$ cat src/rtl/axi4lite_pkg.sv
// Shared AXI4-Lite response codes and the byte-strobe merge helper
// used by the register slave.
package axi4lite_pkg;

    typedef logic [1:0] axi_resp_t;

    localparam axi_resp_t RESP_OKAY   = 2'b00;
    localparam axi_resp_t RESP_SLVERR = 2'b10;

    function automatic logic [31:0] strb_merge(input logic [31:0] old_word,
                                               input logic [31:0] new_word,
                                               input logic [3:0]  strb);
        logic [31:0] res;
        res = old_word;
        for (int b = 0; b < 4; b++) begin
            if (strb[b]) res[8*b +: 8] = new_word[8*b +: 8];
        end
        return res;
    endfunction

endpackage

$ cat src/rtl/axi_hold_slot.sv
// Single-entry holding register: load captures din and sets full,
// clear drops full. Load and clear are never requested together.
module axi_hold_slot #(
    parameter int unsigned W = 32
) (
    input  logic         clk,
    input  logic         rst,
    input  logic         load,
    input  logic         clear,
    input  logic [W-1:0] din,
    output logic         full,
    output logic [W-1:0] dout
);

    always_ff @(posedge clk or posedge rst) begin
        if (rst) begin
            full <= 1'b0;
            dout <= '0;
        end else if (load) begin
            full <= 1'b1;
            dout <= din;
        end else if (clear) begin
            full <= 1'b0;
        end
    end

endmodule

$ cat src/rtl/axi4lite_reg_slave.sv
// AXI4-Lite register file slave: NREG 32-bit registers with independent AW/W
// capture, one outstanding write, pipelined reads and a parallel register view.
module axi4lite_reg_slave
    import axi4lite_pkg::*;
#(
    parameter int unsigned ADDR_W  = 32,
    parameter int unsigned NREG    = 8,
    parameter logic [31:0] RST_VAL = 32'h0
) (
    input  logic                 clk,
    input  logic                 rst,
    input  logic [ADDR_W-1:0]    awaddr,
    input  logic [2:0]           awprot,
    input  logic                 awvalid,
    output logic                 awready,
    input  logic [31:0]          wdata,
    input  logic [3:0]           wstrb,
    input  logic                 wvalid,
    output logic                 wready,
    output logic [1:0]           bresp,
    output logic                 bvalid,
    input  logic                 bready,
    input  logic [ADDR_W-1:0]    araddr,
    input  logic [2:0]           arprot,
    input  logic                 arvalid,
    output logic                 arready,
    output logic [31:0]          rdata,
    output logic [1:0]           rresp,
    output logic                 rvalid,
    input  logic                 rready,
    output logic [NREG*32-1:0]   regs_o
);

    localparam logic [ADDR_W-3:0] NREG_LIM = (ADDR_W-2)'(NREG);

    logic [31:0]       regs_q [NREG];
    logic              aw_full, w_full;
    logic [ADDR_W-1:0] aw_addr_q;
    logic [35:0]       w_q;
    logic              commit, ar_hs;
    logic [ADDR_W-3:0] aw_idx, ar_idx;
    logic              aw_in_range, ar_in_range;
    logic [31:0]       rd_word;

    assign awready = ~aw_full;
    assign wready  = ~w_full;
    assign arready = ~rvalid | rready;
    assign commit  = aw_full & w_full & (~bvalid | bready);
    assign ar_hs   = arvalid & arready;

    assign aw_idx      = aw_addr_q[ADDR_W-1:2];
    assign ar_idx      = araddr[ADDR_W-1:2];
    assign aw_in_range = aw_idx < NREG_LIM;
    assign ar_in_range = ar_idx < NREG_LIM;

    axi_hold_slot #(.W(ADDR_W)) u_aw_slot (
        .clk   (clk),
        .rst   (rst),
        .load  (awvalid & ~aw_full),
        .clear (commit),
        .din   (awaddr),
        .full  (aw_full),
        .dout  (aw_addr_q)
    );

    axi_hold_slot #(.W(36)) u_w_slot (
        .clk   (clk),
        .rst   (rst),
        .load  (wvalid & ~w_full),
        .clear (commit),
        .din   ({wstrb, wdata}),
        .full  (w_full),
        .dout  (w_q)
    );

    always_ff @(posedge clk or posedge rst) begin
        if (rst) begin
            for (int i = 0; i < NREG; i++) regs_q[i] <= RST_VAL;
        end else if (commit && aw_in_range) begin
            for (int i = 0; i < NREG; i++) begin
                if (aw_idx == (ADDR_W-2)'(i)) begin
                    regs_q[i] <= strb_merge(regs_q[i], w_q[31:0], w_q[35:32]);
                end
            end
        end
    end

    // A commit in the same cycle as a B handshake keeps bvalid high for the new response.
    always_ff @(posedge clk or posedge rst) begin
        if (rst) begin
            bvalid <= 1'b0;
            bresp  <= RESP_OKAY;
        end else if (commit) begin
            bvalid <= 1'b1;
            bresp  <= aw_in_range ? RESP_OKAY : RESP_SLVERR;
        end else if (bready) begin
            bvalid <= 1'b0;
        end
    end

    always_comb begin
        rd_word = '0;
        for (int i = 0; i < NREG; i++) begin
            if (ar_idx == (ADDR_W-2)'(i)) rd_word = regs_q[i];
        end
    end

    always_ff @(posedge clk or posedge rst) begin
        if (rst) begin
            rvalid <= 1'b0;
            rdata  <= '0;
            rresp  <= RESP_OKAY;
        end else if (ar_hs) begin
            rvalid <= 1'b1;
            rdata  <= ar_in_range ? rd_word : 32'h0;
            rresp  <= ar_in_range ? RESP_OKAY : RESP_SLVERR;
        end else if (rready) begin
            rvalid <= 1'b0;
        end
    end

    for (genvar g = 0; g < NREG; g++) begin : g_regs_o
        assign regs_o[32*g +: 32] = regs_q[g];
    end

    logic unused_bits;
    assign unused_bits = ^{awprot, arprot, aw_addr_q[1:0], araddr[1:0]};

endmodule

$ cat config.mk
export PLATFORM = sky130hd
export DESIGN_NAME = axi4lite_reg_slave
export DESIGN_NICKNAME = d
export VERILOG_FILES = /design/src/rtl/axi4lite_pkg.sv /design/src/rtl/axi_hold_slot.sv /design/src/rtl/axi4lite_reg_slave.sv
export SDC_FILE = /design/constraint.sdc
export NUM_CORES = 1
export LEC_CHECK = 0
export CORE_MARGIN = 4
export CORE_UTILIZATION = 65
export CTS_CLUSTER_DIAMETER = 40
export DETAILED_ROUTE_END_ITERATION = 10
export DONT_BUFFER_PORTS = 1
export GPL_ROUTABILITY_DRIVEN = 0
export GPL_TIMING_DRIVEN = 0
export PLACE_DENSITY = 0.81
export SYNTH_ARGS = -nofsm -noshare
export SYNTH_HDL_FRONTEND = slang
export SYNTH_SLANG_ARGS = --single-unit
$ cat constraint.sdc
create_clock -name clk -period 30.4 [get_ports clk]
set_input_delay 6.08 -clock clk [delete_from_list [all_inputs] [get_ports clk]]
set_output_delay 6.08 -clock clk [all_outputs]
set_load 0.1 [all_outputs]
==> flow_summary.yaml, run 1 <==
pwr:
  power.total_w: 0.00130
  internal_power_w: 0.000931
  switchingPower_w: 0.000372
  power_frac_seq_pct: 46.5
  swShare_pct: 28.6
  power.density_nw_per_um2: 72.6
  ir_drop_v: 0.0000659
  power_frac_clock_pct: 42.1
  pwr-share-comb_pct: 11.5
  p_leak_nw: 8.74
final_layout:
  syn_to_final_growth_pct: 12.7
  finish.utilization_pct: 75.5
  final_area_sq_um: 17900
  fillers: 1434
  multi_input_area_sq_um: 6650
  seqCellArea_sq_um: 9010
  nets: 1252
  drive_gt1_share_pct: 41.6
die:
  design.core.area_sq_um: 23800
  die_w_um: 164
  die-area_sq_um: 27000
  num_rows: 56
  die_h_um: 164
  boundaryPins: 410
  start_util_pct: 67.0
clock_network:
  post_cts.repair.setup_buffers: 0
  cts_sinks: 360
  clkTransAtPathRegs_ns: 0.05
  cts_buffer_depth: 3
  cts_tree: "done"
  postCtsHoldBufs: 0
  cts_repair_resize_count: 0
  cts_buffers: 43
  root_buffer: "clkbuf_16"
  clk_latency_ns: 0.53
  cts_max_level: 2
run_status:
  status: "finished clean"
route:
  wl_um: 47000
  wl_per_cell_um: 31.4
  vias_per_cell: 6.79
  drt_iter0_drc: 764
  vias: 10200
  remaining_drc_errors: 0
  first_pass_iters: 4
  ant_nets: 0
worst_setup_path:
  crit_chain: "nand2b_1"
  cp_top_family: "simple AND/OR/NAND/NOR gates"
  worstPathMaxFanout: 4
  setup.worst_path.end_class: "primary output"
  cpPeakStageDelay_ns: 0.95
  crit_buf_inv: 0
  required_ns: 24.32
  cpMaxStageDelayCell: "nand2b_1"
  crit_type: "in -> out"
  arrival_ns: 7.04
  startpoint_type: "input pin"
yosys:
  synth-async-reset-ratio_pct: 100
  yosysMostFrequentCell: "mux2_2"
  synth_top_area_share_pct: 56.6
  netlist-cell-type-count: 33
  synth_edf_count: 0
  avgSynthCellArea_sq_um: 14.6
  synth_seq_cells: 360
  synthTopCellsByArea: "dfrtp_1 (57%), mux2_2 (27%), mux2i_1 (4.0%)"
  synthesis.area_sq_um: 15900
  ys_seq_area_share_pct: 56.6
  synth_top_cell_by_area: "dfrtp_1"
  synth_commonest_cells: "mux2_2 (376), dfrtp_1 (360), mux2i_1 (64)"
  yosys_warnings: 0
  synthCells: 1090
  synth_flop_cell: "dfrtp_1"
timing:
  worst_pin_slew_ns: 1.30
  clock_skew_ns: 0.0179
  relSlewSlack_pct: 13.4
  period_needed_ns: 13.12
  setup_viol: 0
  drv_slew: 0
  finalCritPeriodShare_pct: 43.2
  max_freq_ghz: 0.0762
  rsz0062_at_grt: "no"
  finalHoldViolCount: 0
  tns_ns: 0
  whs_ns: 0.508
place:
  place_area_sq_um: 16400
  place_hpwl_um: 32500
  portBuffers: 0
job:
  maxCapViolCount: 0
global_routing:
  grt_util_all_layers_pct: 34.4
  grt_pass1_vias: 10900
  antenna_found_initial: 5
  busiest_layer: "met2"
  met2_usage_pct: 57.6
  grt.met1_usage_pct: 40.2
  grt_max_degree: 131
  overflow: 0
  use_met3_pct: 14.1
  grt_pass1_wl_um: 68900
worst_hold_path:
  hold_path_class: "reg -> reg"
==> per-layer routing <==
metal  wire length [um]  vias to the layer above
li1                   -                     4194
met1              16500                     5322
met2              23400                      523
met3               5510                      119
met4               1570                        0
met5                  0                        -
==> layout make-up <==
class	instances	area share [%]
buffer	58	1.43
multi-input combinational	670	37.0
antenna	6	0.0837
clock buffer	52	6.52
timing repair buffer	3	0.349
sequential	360	50.2
tap	319	2.22
inverter	3	0.105
clock inverter	25	2.03
==> metrics by stage <==
| stage | std cells | worst slack [ns] |
|---|---|---|
| after global placement | 1410 | 10.78 |
| after global routing | 1495 | 17.26 |
| after detailed placement | 1413 | 17.34 |
| final | 1496 | 17.28 |
| after CTS | 1490 | 17.34 |
| after floorplan | 1091 | 14.33 |
==> state kept, by name, summed over array words and instances (netlist names) <==
signal,cells
u_aw_slot.full,1
bvalid,1
rvalid,1
u_aw_slot.dout,30
rresp,1
regs_o,256
u_w_slot.full,1
rdata,32
u_w_slot.dout,36
bresp,1
==> power groups by stage <==
stage / sequential, W / clock, W / combinational (W)
2_1_floorplan: 0.000582 / 0 / 0.000122
3_3_place_gp: 0.000607 / 0 / 0.000143
3_5_place_dp: 0.000610 / 0 / 0.000149
4_1_cts: 0.000603 / 0.000552 / 0.000150
5_1_grt: 0.000613 / 0.000572 / 0.000160
6_report: 0.000605 / 0.000548 / 0.000149
==> cell usage in the layout, fill, tap and decap left out, drive strengths merged, types with 2 or more instances in the layout <==
| cell | count |
|---|---|
| nor3 | 26 |
| nand3 | 5 |
| nand3b | 2 |
| mux2i | 64 |
| clkbuf | 88 |
| nor4 | 13 |
| o221ai | 32 |
| dfrtp | 360 |
| nand4 | 3 |
| nor2b | 3 |
| o21ai | 33 |
| clkinv | 8 |
| mux2 | 386 |
| inv | 8 |
| bufinv | 8 |
| buf | 25 |
| a22o | 32 |
| nand2b | 11 |
| conb | 2 |
| clkinvlp | 4 |
| a21oi | 33 |
| nand2 | 11 |
| diode | 6 |
| nor2 | 8 |
==> logic make-up after synthesis <==
| family | after synthesis | share of synthesized area [%] |
|---|---|---|
| AO/OA/AOI/OAI | 131 | 5.65 |
| buffers and inverters | 61 | 1.68 |
| multiplexers | 450 | 31.3 |
| other | 1 | 0.0236 |
| AND/OR/NAND/NOR | 87 | 4.69 |
| flip-flops | 360 | 56.6 |
==> path summary, 6_finish.rpt <==
check                                   start                  to  slack (ns)  cells past startpoint
setup / recovery                       rready             arready       17.28                      1
hold / removal             u_aw_slot.dout[26]  u_aw_slot.dout[26]        0.51                      1
setup reg to reg                       rvalid           rdata[13]       26.48                      6
hold reg to reg            u_aw_slot.dout[26]  u_aw_slot.dout[26]        0.51                      1
max in group asynchronous                 rst         regs_o[238]       23.24                      3
min in group asynchronous                 rst  u_aw_slot.dout[11]        5.59                      1
Power figures use the tool's default switching activity.
==> run 2, diff against run 1 <==
Settings changed: CORE_UTILIZATION 65 to 57, PLACE_DENSITY 0.81 to 0.75.
Clock period 30.4 ns to 11.9 ns, I/O delays scaled along.
==> flow_summary.yaml, run 2 (synthesis results as in run 1) <==
worst_setup_path:
  crit_chain: "nand2b_1"
  setup.worst_path.end_class: "primary output"
  cp_top_family: "simple AND/OR/NAND/NOR gates"
  crit_buf_inv: 0
  arrival_ns: 3.21
  required_ns: 9.52
  cpPeakStageDelay_ns: 0.82
  cpMaxStageDelayCell: "nand2b_1"
  worstPathMaxFanout: 4
  startpoint_type: "input pin"
  crit_type: "in -> out"
final_layout:
  finish.utilization_pct: 67.2
  layout_commonest_cell: "mux2_2"
  largest_reg_flops: 256
  syn_to_final_growth_pct: 14.8
  layout_common_cells: "mux2_2 (376), dfrtp_1 (360), mux2i_1 (64)"
  nets: 1265
  drive_gt1_share_pct: 42.2
clock_network:
  cts_buffers: 49
  cts_repair_resize_count: 0
  clk_latency_ns: 0.55
  root_buffer: "clkbuf_16"
  cts_buffer_depth: 3
  postCtsHoldBufs: 0
  clkTransAtPathRegs_ns: 0.06
  cts_max_level: 2
  cts_tree: "done"
  cts_sinks: 360
  post_cts.repair.setup_buffers: 0
route:
  ant_nets: 0
  vias: 9963
  vias_per_cell: 6.36
  drt_iter0_drc: 496
  remaining_drc_errors: 0
  wl_um: 46900
  wl_per_cell_um: 29.9
  first_pass_iters: 5
pwr:
  p_leak_nw: 8.87
  ir_drop_v: 0.000158
  power.density_nw_per_um2: 186
timing:
  drv_slew: 0
  setup_viol: 0
  tns_ns: 0
  finalCritPeriodShare_pct: 47.0
  finalHoldViolCount: 0
  rsz0062_at_grt: "no"
  relSlewSlack_pct: 23.8
  worst_pin_slew_ns: 1.14
  whs_ns: 0.507
  period_needed_ns: 5.59
  clock_skew_ns: 0.0198
  max_freq_ghz: 0.179
place:
  portBuffers: 0
  place_hpwl_um: 33900
die:
  die-area_sq_um: 30700
  num_rows: 60
  start_util_pct: 58.6
  die_w_um: 175
  die_h_um: 175
  design.core.area_sq_um: 27200
  boundaryPins: 410
global_routing:
  grt_pass1_vias: 10900
  overflow: 0
  grt_pass1_wl_um: 70400
  grt_max_degree: 45
  grt_util_all_layers_pct: 30.3
  antenna_found_initial: 6
run_status:
  status: "finished clean"
job:
  maxCapViolCount: 0
worst_hold_path:
  hold_path_class: "reg -> reg"
-- run 2: cell types whose count changed in the layout (fill, tap and decap cells not counted), sizes merged --
cell / delta
diode: -2
inv: -1
bufinv: -4
clkbuf: +14
clkinv: +4
buf: +7
-- run 2: path summary, 6_finish.rpt --
kind	startpoint	end	slack [ns]	depth (start not counted)
worst max-delay path	rready	arready	6.31	1
worst min-delay path	u_aw_slot.dout[29]	u_aw_slot.dout[29]	0.51	1
worst max register to register	rvalid	rdata[11]	7.87	6
worst min register to register	u_aw_slot.dout[29]	u_aw_slot.dout[29]	0.51	1
max in group asynchronous	rst	regs_o[182]	9.02	4
min in group asynchronous	rst	u_w_slot.dout[1]	1.73	1
-- run 2: area by class of cell --
class	count	area, sq um
sequential	360	9010
tap	372	465
inverter	3	15.0
clock inverter	24	262
clock buffer	66	1410
multi-input combinational	670	6650
fill	1937	8910
antenna	4	10.0
buffer	58	256
timing repair buffer	10	188
-- run 2: power by group --
part           total [W]  switching [W]  internal (W)
combinational   0.000386       0.000227      0.000159
sequential       0.00155       0.000205       0.00134
clock            0.00147       0.000544      0.000923
total            0.00340       0.000976       0.00243
-- run 2: through the flow --
| step | cell area, sq um | std cells | worst slack [ns] | power, W |
|---|---|---|---|---|
| after floorplan | 15900 | 1091 | 4.69 | 0.00180 |
| after global placement | 16400 | 1463 | 2.89 | 0.00193 |
| after detailed placement | 16600 | 1473 | 6.31 | 0.00195 |
| after CTS | 18300 | 1563 | 6.31 | 0.00342 |
| after global routing | 18300 | 1567 | 6.30 | 0.00353 |
| final | 18300 | 1567 | 6.31 | 0.00340 |
-- run 2: per-layer routing --
layer  global-route usage (%)  vias up  wire, um  part of all wire, %
met5                        0        -        27                0.058
met1                     34.6     5200     17000                   36
met2                     52.0      448     23600                   50
li1                         -     4213         -                    -
met3                     12.3       98      4820                   10
met4                     9.92        4      1390                  3.0
-- run 2: worst reg2reg max path: cells and delay by family (launching register included) --
kind	cells	cell delay, ns
compound gates	1	0.23
buf+inv	2	0.74
flops	1	0.73
simple gates	3	2.26
